### config.mk
export PLATFORM = sky130hd
export DESIGN_NAME = seq_detector_flat
export DESIGN_NICKNAME = d
export VERILOG_FILES = /design/src/rtl/seq_detector_pkg.sv /design/src/rtl/seq_detector_if.sv /design/src/rtl/seq_detector_table.sv /design/src/rtl/seq_detector.sv /design/src/flat_wrapper.sv
export SDC_FILE = /design/constraint.sdc
export NUM_CORES = 1
export LEC_CHECK = 0
export ABC_AREA = 0
export CORE_AREA = 3 3 40 42
export DETAILED_ROUTE_END_ITERATION = 6
export DIE_AREA = 0 0 43 45
export PLACE_DENSITY = 0.38
export SKIP_LAST_GASP = 1
export SYNTH_ARGS = -nofsm -noshare
export SYNTH_HDL_FRONTEND = slang
export SYNTH_SLANG_ARGS = --single-unit
### constraint.sdc
create_clock -name clk -period 2.5 [get_ports clk]
set_clock_uncertainty 0.05 [all_clocks]
set_input_delay 0.5 -clock clk [delete_from_list [all_inputs] [get_ports clk]]
set_output_delay 0.5 -clock clk [all_outputs]
set_load 0.05 [all_outputs]
### src/rtl/seq_detector_pkg.sv
// -----------------------------------------------------------------------------
// seq_det_pkg
// Shared definitions for the serial pattern detector:
//   MODE_NONOVERLAP / MODE_OVERLAP : values of the runtime overlap select
//   seq_det_state_w(len)           : width of the matched-prefix state
//   seq_det_next(pattern,len,k,b)  : KMP next prefix length (len == full match)
//   seq_det_fail(pattern,len)      : longest proper prefix that is also a suffix
// The functions only run at elaboration to build the transition table.
// Pattern bit order: pattern[len-1] is the first bit expected on the wire.
// -----------------------------------------------------------------------------
package seq_det_pkg;

  localparam logic MODE_NONOVERLAP = 1'b0;
  localparam logic MODE_OVERLAP    = 1'b1;
  localparam int   MAX_LEN         = 16;

  function automatic int seq_det_state_w(input int len);
    return (len > 2) ? $clog2(len) : 1;
  endfunction

  // Next prefix length after consuming bit b from prefix length k.
  // Builds the string prefix_k . b (s[0] is the oldest bit) and returns the
  // longest m such that its last m bits equal the first m pattern bits.
  function automatic int seq_det_next(input logic [MAX_LEN-1:0] pattern,
                                      input int len, input int k, input logic b);
    logic [MAX_LEN:0] s;
    int               n;
    int               best;
    logic             ok;
    s    = '0;
    n    = k + 1;
    best = 0;
    for (int i = 0; i < MAX_LEN; i++) begin
      if (i < k) s[i] = pattern[len-1-i];
    end
    s[k] = b;
    for (int m = 1; m <= MAX_LEN; m++) begin
      if (m <= n && m <= len) begin
        ok = 1'b1;
        for (int j = 0; j < MAX_LEN; j++) begin
          if (j < m && s[n-m+j] != pattern[len-1-j]) ok = 1'b0;
        end
        if (ok) best = m;
      end
    end
    return best;
  endfunction

  // Restart point after a full match in overlapping mode.
  function automatic int seq_det_fail(input logic [MAX_LEN-1:0] pattern,
                                      input int len);
    int   best;
    logic ok;
    best = 0;
    for (int m = 1; m < MAX_LEN; m++) begin
      if (m < len) begin
        ok = 1'b1;
        for (int j = 0; j < MAX_LEN; j++) begin
          if (j < m && pattern[len-1-j] != pattern[m-1-j]) ok = 1'b0;
        end
        if (ok) best = m;
      end
    end
    return best;
  endfunction

endpackage

### src/rtl/seq_detector_if.sv
// -----------------------------------------------------------------------------
// seq_detector_if
// Signal bundle between the stream source and the detector.
//   en      : sample enable (signal consumed only when 1)
//   clear   : synchronous clear of state, out and count (beats en)
//   signal  : serial data bit
//   overlap : 1 = overlapping detection, 0 = non-overlapping
//   out     : registered one-cycle match pulse
//   state   : matched-prefix length (debug)
//   count   : saturating match count (only with SEQ_DETECTOR_COUNT_EN)
// Handshake: no valid/ready; a bit is transferred on every rising clock edge
// where en=1 and clear=0, with no backpressure.
// Modports: master = stream source, slave = detector.
// -----------------------------------------------------------------------------
interface seq_detector_if
  import seq_det_pkg::*;
#(
  parameter int LEN   = 3,
  parameter int CNT_W = 8
);
  localparam int SW = seq_det_state_w(LEN);

  logic          en;
  logic          clear;
  logic          signal;
  logic          overlap;
  logic          out;
  logic [SW-1:0] state;

`ifdef SEQ_DETECTOR_COUNT_EN
  logic [CNT_W-1:0] count;

  modport master (output en, clear, signal, overlap, input out, state, count);
  modport slave  (input en, clear, signal, overlap, output out, state, count);
`else
  // CNT_W only shapes the counter; kept so both builds share one parameter set.
  if (CNT_W < 1) begin : g_cnt_w_unused
  end

  modport master (output en, clear, signal, overlap, input out, state);
  modport slave  (input en, clear, signal, overlap, output out, state);
`endif

endinterface

### src/rtl/seq_detector_table.sv
// -----------------------------------------------------------------------------
// seq_det_table
// Combinational KMP transition table for a fixed pattern.
//   k_i     : current matched-prefix length
//   bit_i   : incoming serial bit
//   nxt_o   : next prefix length when this bit does not complete the pattern
//   match_o : 1 when k_i == LEN-1 and bit_i == PATTERN[0]
// Every entry is an elaboration-time constant; rows past LEN-1 are
// unreachable and tied to zero.
// -----------------------------------------------------------------------------
module seq_det_table
  import seq_det_pkg::*;
#(
  parameter int             LEN     = 3,
  parameter logic [LEN-1:0] PATTERN = 3'b101
) (
  input  logic [seq_det_state_w(LEN)-1:0] k_i,
  input  logic                            bit_i,
  output logic [seq_det_state_w(LEN)-1:0] nxt_o,
  output logic                            match_o
);
  localparam int SW   = seq_det_state_w(LEN);
  localparam int ROWS = 2 ** SW;

  logic [SW-1:0] nxt_tbl   [ROWS][2];
  logic          match_tbl [ROWS][2];

  for (genvar gk = 0; gk < ROWS; gk++) begin : g_k
    for (genvar gb = 0; gb < 2; gb++) begin : g_b
      if (gk < LEN) begin : g_live
        localparam int NXT = seq_det_next(16'(PATTERN), LEN, gk, 1'(gb));
        localparam logic M = (NXT == LEN);
        // A full match leaves the restart decision to the top level.
        localparam logic [SW-1:0] N = M ? '0 : SW'(NXT);
        assign nxt_tbl[gk][gb]   = N;
        assign match_tbl[gk][gb] = M;
      end else begin : g_dead
        assign nxt_tbl[gk][gb]   = '0;
        assign match_tbl[gk][gb] = 1'b0;
      end
    end
  end

  assign nxt_o   = nxt_tbl[k_i][bit_i];
  assign match_o = match_tbl[k_i][bit_i];

endmodule

### src/rtl/seq_detector.sv
// -----------------------------------------------------------------------------
// seq_detector
// Serial bit-pattern detector for a compile-time pattern of LEN bits
// (PATTERN[LEN-1] arrives first) with runtime overlap select.
//   clk : rising-edge clock
//   rst : asynchronous active-high reset
//   bus : seq_detector_if slave (en, clear, signal, overlap -> out, state[, count])
// A match raises out for one cycle after the edge that sampled the last bit.
// Optional feature macro: SEQ_DETECTOR_COUNT_EN adds a CNT_W-bit saturating
// match counter on bus.count; without it no counter logic exists.
// -----------------------------------------------------------------------------
module seq_detector
  import seq_det_pkg::*;
#(
  parameter int             LEN     = 3,
  parameter logic [LEN-1:0] PATTERN = 3'b101,
  parameter int             CNT_W   = 8
) (
  input  logic          clk,
  input  logic          rst,
  seq_detector_if.slave bus
);
  localparam int SW = seq_det_state_w(LEN);
  // Prefix length kept after a match when overlapping.
  localparam logic [SW-1:0] RESTART_K = SW'(seq_det_fail(16'(PATTERN), LEN));

  logic [SW-1:0] state_q, state_d;
  logic          out_q, out_d;
  logic [SW-1:0] tbl_nxt;
  logic          tbl_match;

  seq_det_table #(
    .LEN     (LEN),
    .PATTERN (PATTERN)
  ) u_table (
    .k_i     (state_q),
    .bit_i   (bus.signal),
    .nxt_o   (tbl_nxt),
    .match_o (tbl_match)
  );

  // clear beats en; overlap only matters on the matching edge.
  always_comb begin
    state_d = state_q;
    out_d   = 1'b0;
    if (bus.clear) begin
      state_d = '0;
    end else if (bus.en) begin
      if (tbl_match) begin
        out_d = 1'b1;
        case (bus.overlap)
          MODE_OVERLAP:    state_d = RESTART_K;
          MODE_NONOVERLAP: state_d = '0;
          default:         state_d = '0;
        endcase
      end else begin
        state_d = tbl_nxt;
      end
    end
  end

`ifdef SEQ_DETECTOR_COUNT_EN
  logic [CNT_W-1:0] count_q, count_d;

  always_comb begin
    count_d = count_q;
    if (bus.clear) begin
      count_d = '0;
    end else if (bus.en && tbl_match && (count_q != {CNT_W{1'b1}})) begin
      count_d = count_q + 1'b1;
    end
  end

  always_ff @(posedge clk or posedge rst) begin
    if (rst) count_q <= '0;
    else     count_q <= count_d;
  end

  assign bus.count = count_q;
`else
  // CNT_W only shapes the counter; kept so both builds share one parameter set.
  if (CNT_W < 1) begin : g_cnt_w_unused
  end
`endif

  always_ff @(posedge clk or posedge rst) begin
    if (rst) begin
      state_q <= '0;
      out_q   <= 1'b0;
    end else begin
      state_q <= state_d;
      out_q   <= out_d;
    end
  end

  assign bus.out   = out_q;
  assign bus.state = state_q;

endmodule

### src/flat_wrapper.sv
// flat-port wrapper written by rule: the top's interface ports become plain ports
module seq_detector_flat import seq_det_pkg::*;
#(
  parameter int             LEN     = 3,
  parameter logic [LEN-1:0] PATTERN = 3'b101,
  parameter int             CNT_W   = 8
)
  (clk, rst, bus_en, bus_clear, bus_signal, bus_overlap, bus_out, bus_state);
  seq_detector_if #(.LEN(LEN), .CNT_W(CNT_W)) bus_i ();
  input  logic clk;
  input  logic rst;
  input wire logic [$bits(bus_i.en)-1:0] bus_en;
  input wire logic [$bits(bus_i.clear)-1:0] bus_clear;
  input wire logic [$bits(bus_i.signal)-1:0] bus_signal;
  input wire logic [$bits(bus_i.overlap)-1:0] bus_overlap;
  output wire logic [$bits(bus_i.out)-1:0] bus_out;
  output wire logic [$bits(bus_i.state)-1:0] bus_state;
  assign bus_i.en = bus_en;
  assign bus_i.clear = bus_clear;
  assign bus_i.signal = bus_signal;
  assign bus_i.overlap = bus_overlap;
  assign bus_out = bus_i.out;
  assign bus_state = bus_i.state;
  seq_detector #(.LEN(LEN), .PATTERN(PATTERN), .CNT_W(CNT_W)) u_core (.clk(clk), .rst(rst), .bus(bus_i));
endmodule
==> impl_metrics.csv <==
group,metric,value,unit
clock_network,clock_sinks,3,
synth,ys_ff_latch,3,
synth,syn_area,144,um2
worst_setup_path,cp_max_fo,5,
synth,yosysUniqueCellTypes,9,
floorplan,design.portCount,9,
floorplan,fp.dieW,43,um
place,place_hpwl,289,um
sta,rsz0062_at_grt,"no",
synth,yosysSeqAreaShare,0.522,
final_layout,layout.nets,33,
worst_setup_path,critPathTopFamily,"buffers and inverters",
synth,synth_nets,20,
clock_network,clock_latency,230,ps
clock_network,hold_buffers,0,
place,place_congestion,0.608,
pwr,p_int,121,uW
pwr,p_leak,0.000116,uW
global_routing,grt_overflow,0,
worst_setup_path,slowest_delay,820,ps
hold_path,hp-class,"input pin to async pin",
flow_run,drv_cap,0,
clock_network,htreeDepth,1,
worst_setup_path,path_cells,"clkdlybuf4s50_1",
sta,hold_violations,0,
sta,finalCritPeriodShare,0.793,
worst_setup_path,required,1950,ps
floorplan,dieArea,1940,um2
drt,first_iter_violations,0,
drt,drc_errors,0,
global_routing,grtUsageTotal,0.0458,
worst_setup_path,cp.arrival,1430,ps
pwr,finalPower,158,uW
final_layout,multiInputGateArea,57.6,um2
place,port_buffers,8,
worst_setup_path,critPathLaunchType,"flip-flop",
sta,timing.setup.tns,0,ps
pwr,power.switching,37.1,uW
global_routing,grt_max_degree,6,
worst_setup_path,slowest_stage,"clkdlybuf4s50_1",
sta,fmax,504,MHz
synth,synthCells,14,
sta,finalSetupViolCount,0,
synth,yosysWarningCount,0,
final_layout,utilization,0.209,
synth,yosys.area.top_type,"dfrtp_1",
clock_network,cts_made_buffers,3,
floorplan,core_area,1280,um2
synth,syn_area_per_cell,10.3,um2
synth,synthTopCellsByArea,"dfrtp_1 (52%), and4bb_1 (8.7%), inv_1 (7.8%)",
sta,fin_crit,1980,ps
worst_setup_path,r2r_start,"u_core.bus.state[0]",
pwr,seqPwrFrac,0.324,
pwr,clkPwrFrac,0.539,
drt,ant_nets,0,
floorplan,die-height,45,um
drt,viasPerCell,3.51,
drt,drt_pass1_iterations,1,
outcome,status,"finished clean",
floorplan,start_util,0.112,
floorplan,rows,13,
pwr,max-vdd-ir-drop,0.0844,mV
drt,finalWirelength,363,um
pwr,power_frac_comb,0.137,
clock_network,ctsResizeCount,0,
drt,vias,144,
worst_setup_path,crit_type,"flip-flop to primary output",
clock_network,cts_tree,"built",
final_layout,syn_to_final_growth,87.0,%
pwr,p_sw_frac,0.235,
final_layout,n_fill_cell,154,
final_layout,final_common_cell,"clkdlybuf4s50_1",
final_layout,drive_gt1_frac,0.115,
sta,slew_viol_final,0,
worst_setup_path,worst_setup_path_end_kind,"primary output",
final_layout,diodes,0,
global_routing,grt_use_met3,0.0239,
global_routing,busiest_layer,"met2",
clock_network,clk_pin_slew_worst_paths,40,ps
drt,avgRoutedWirePerCell,8.85,um
global_routing,grtUsageMet1,0.0506,
clock_network,cts_setup_buffers,0,
worst_setup_path,path_depth,1,
worst_setup_path,startpoint,"u_core.bus.state[1]",
worst_setup_path,path_buf_inv,1,
sta,worst_pin_slew,490,ps
worst_setup_path,worst_r2r_path_depth,3,
global_routing,grt_pass1_wl,558,um
final_layout,regArea,75.1,um2
pwr,p_per_area,588,nW/um2
global_routing,antenna_found_initial,0,
global_routing,met2_usage,0.0569,
sta,max-slew-margin-rel,0.672,
clock_network,cts_root_buffer,"clkbuf_4",
synth,synth_top_area_share,0.522,
global_routing,grt_pass1_vias,147,
final_layout,layout_common_cells,"clkdlybuf4s50_1 (8), inv_1 (3), clkbuf_4 (3), dfrtp_1 (3), nor2_1 (2)",
clock_network,cts.path.max_buffers,2,
-- area by class of cell --
class                           instances  share of cell area
Clock buffer                            4              0.0977
Inverter                                3              0.0419
Multi-Input combinational cell          8               0.214
Sequential cell                         3               0.279
Tap cell                               15              0.0698
Timing Repair Buffer                    8               0.298
-- final timing paths --
path,end,slack [ps]
max,bus_state[1],520
min,u_core.bus.state[1],390
max reg2reg,u_core.bus.state[1],1570
min reg2reg,u_core.bus.out,430
min in group clk,u_core.bus.out,430
max in group asynchronous,u_core.bus.out,1870
-- cell families (layout without fill, tap and decap cells) --
logic type,Yosys count,count (layout),share of synthesized area
flip-flops,3,3,0.522
AO/OA/AOI/OAI,3,3,0.148
AND/OR/NAND/NOR,5,5,0.252
buffers and inverters,3,15,0.0783
-- power by group through the flow --
stage               registers [uW]  logic (uW)  clock network (uW)
floorplan                     56.4        4.06                   0
global placement              51.9        21.8                   0
detailed placement            52.0        21.7                   0
CTS                           51.4        21.7                88.8
global route                  51.6        23.2                89.4
finish                        51.3        21.6                85.3
-- Yosys cell counts (all sizes together) --
cell type  n
nand4b     1
and4bb     1
nor2       2
a21boi     1
o32ai      1
inv        3
nand3b     1
a21oi      1
dfrtp      3
-- per-layer routing --
metal  vias to the layer above  part of all wire
li1                         72                 -
met1                        63              0.52
met2                         9              0.37
met3                         0              0.12
met4                         0                 0
met5                         -                 0
-- through the flow --
stage | cell area [um2] | std cells | setup WS [ps] | hold WS, ps
2_1_floorplan | 144 | 14 | 1310 | 204
3_3_place_gp | 243 | 37 | 770 | 419
3_5_place_dp | 243 | 37 | 763 | 425
4_1_cts | 269 | 41 | 506 | 389
5_1_grt | 269 | 41 | 454 | 422
6_report | 269 | 41 | 517 | 388
-- registers in the layout, summed over array words and instances (netlist names) --
| signal | flops |
|---|---|
| u_core.bus.out | 1 |
| u_core.bus.state | 2 |
Power figures use the tool's default switching activity.
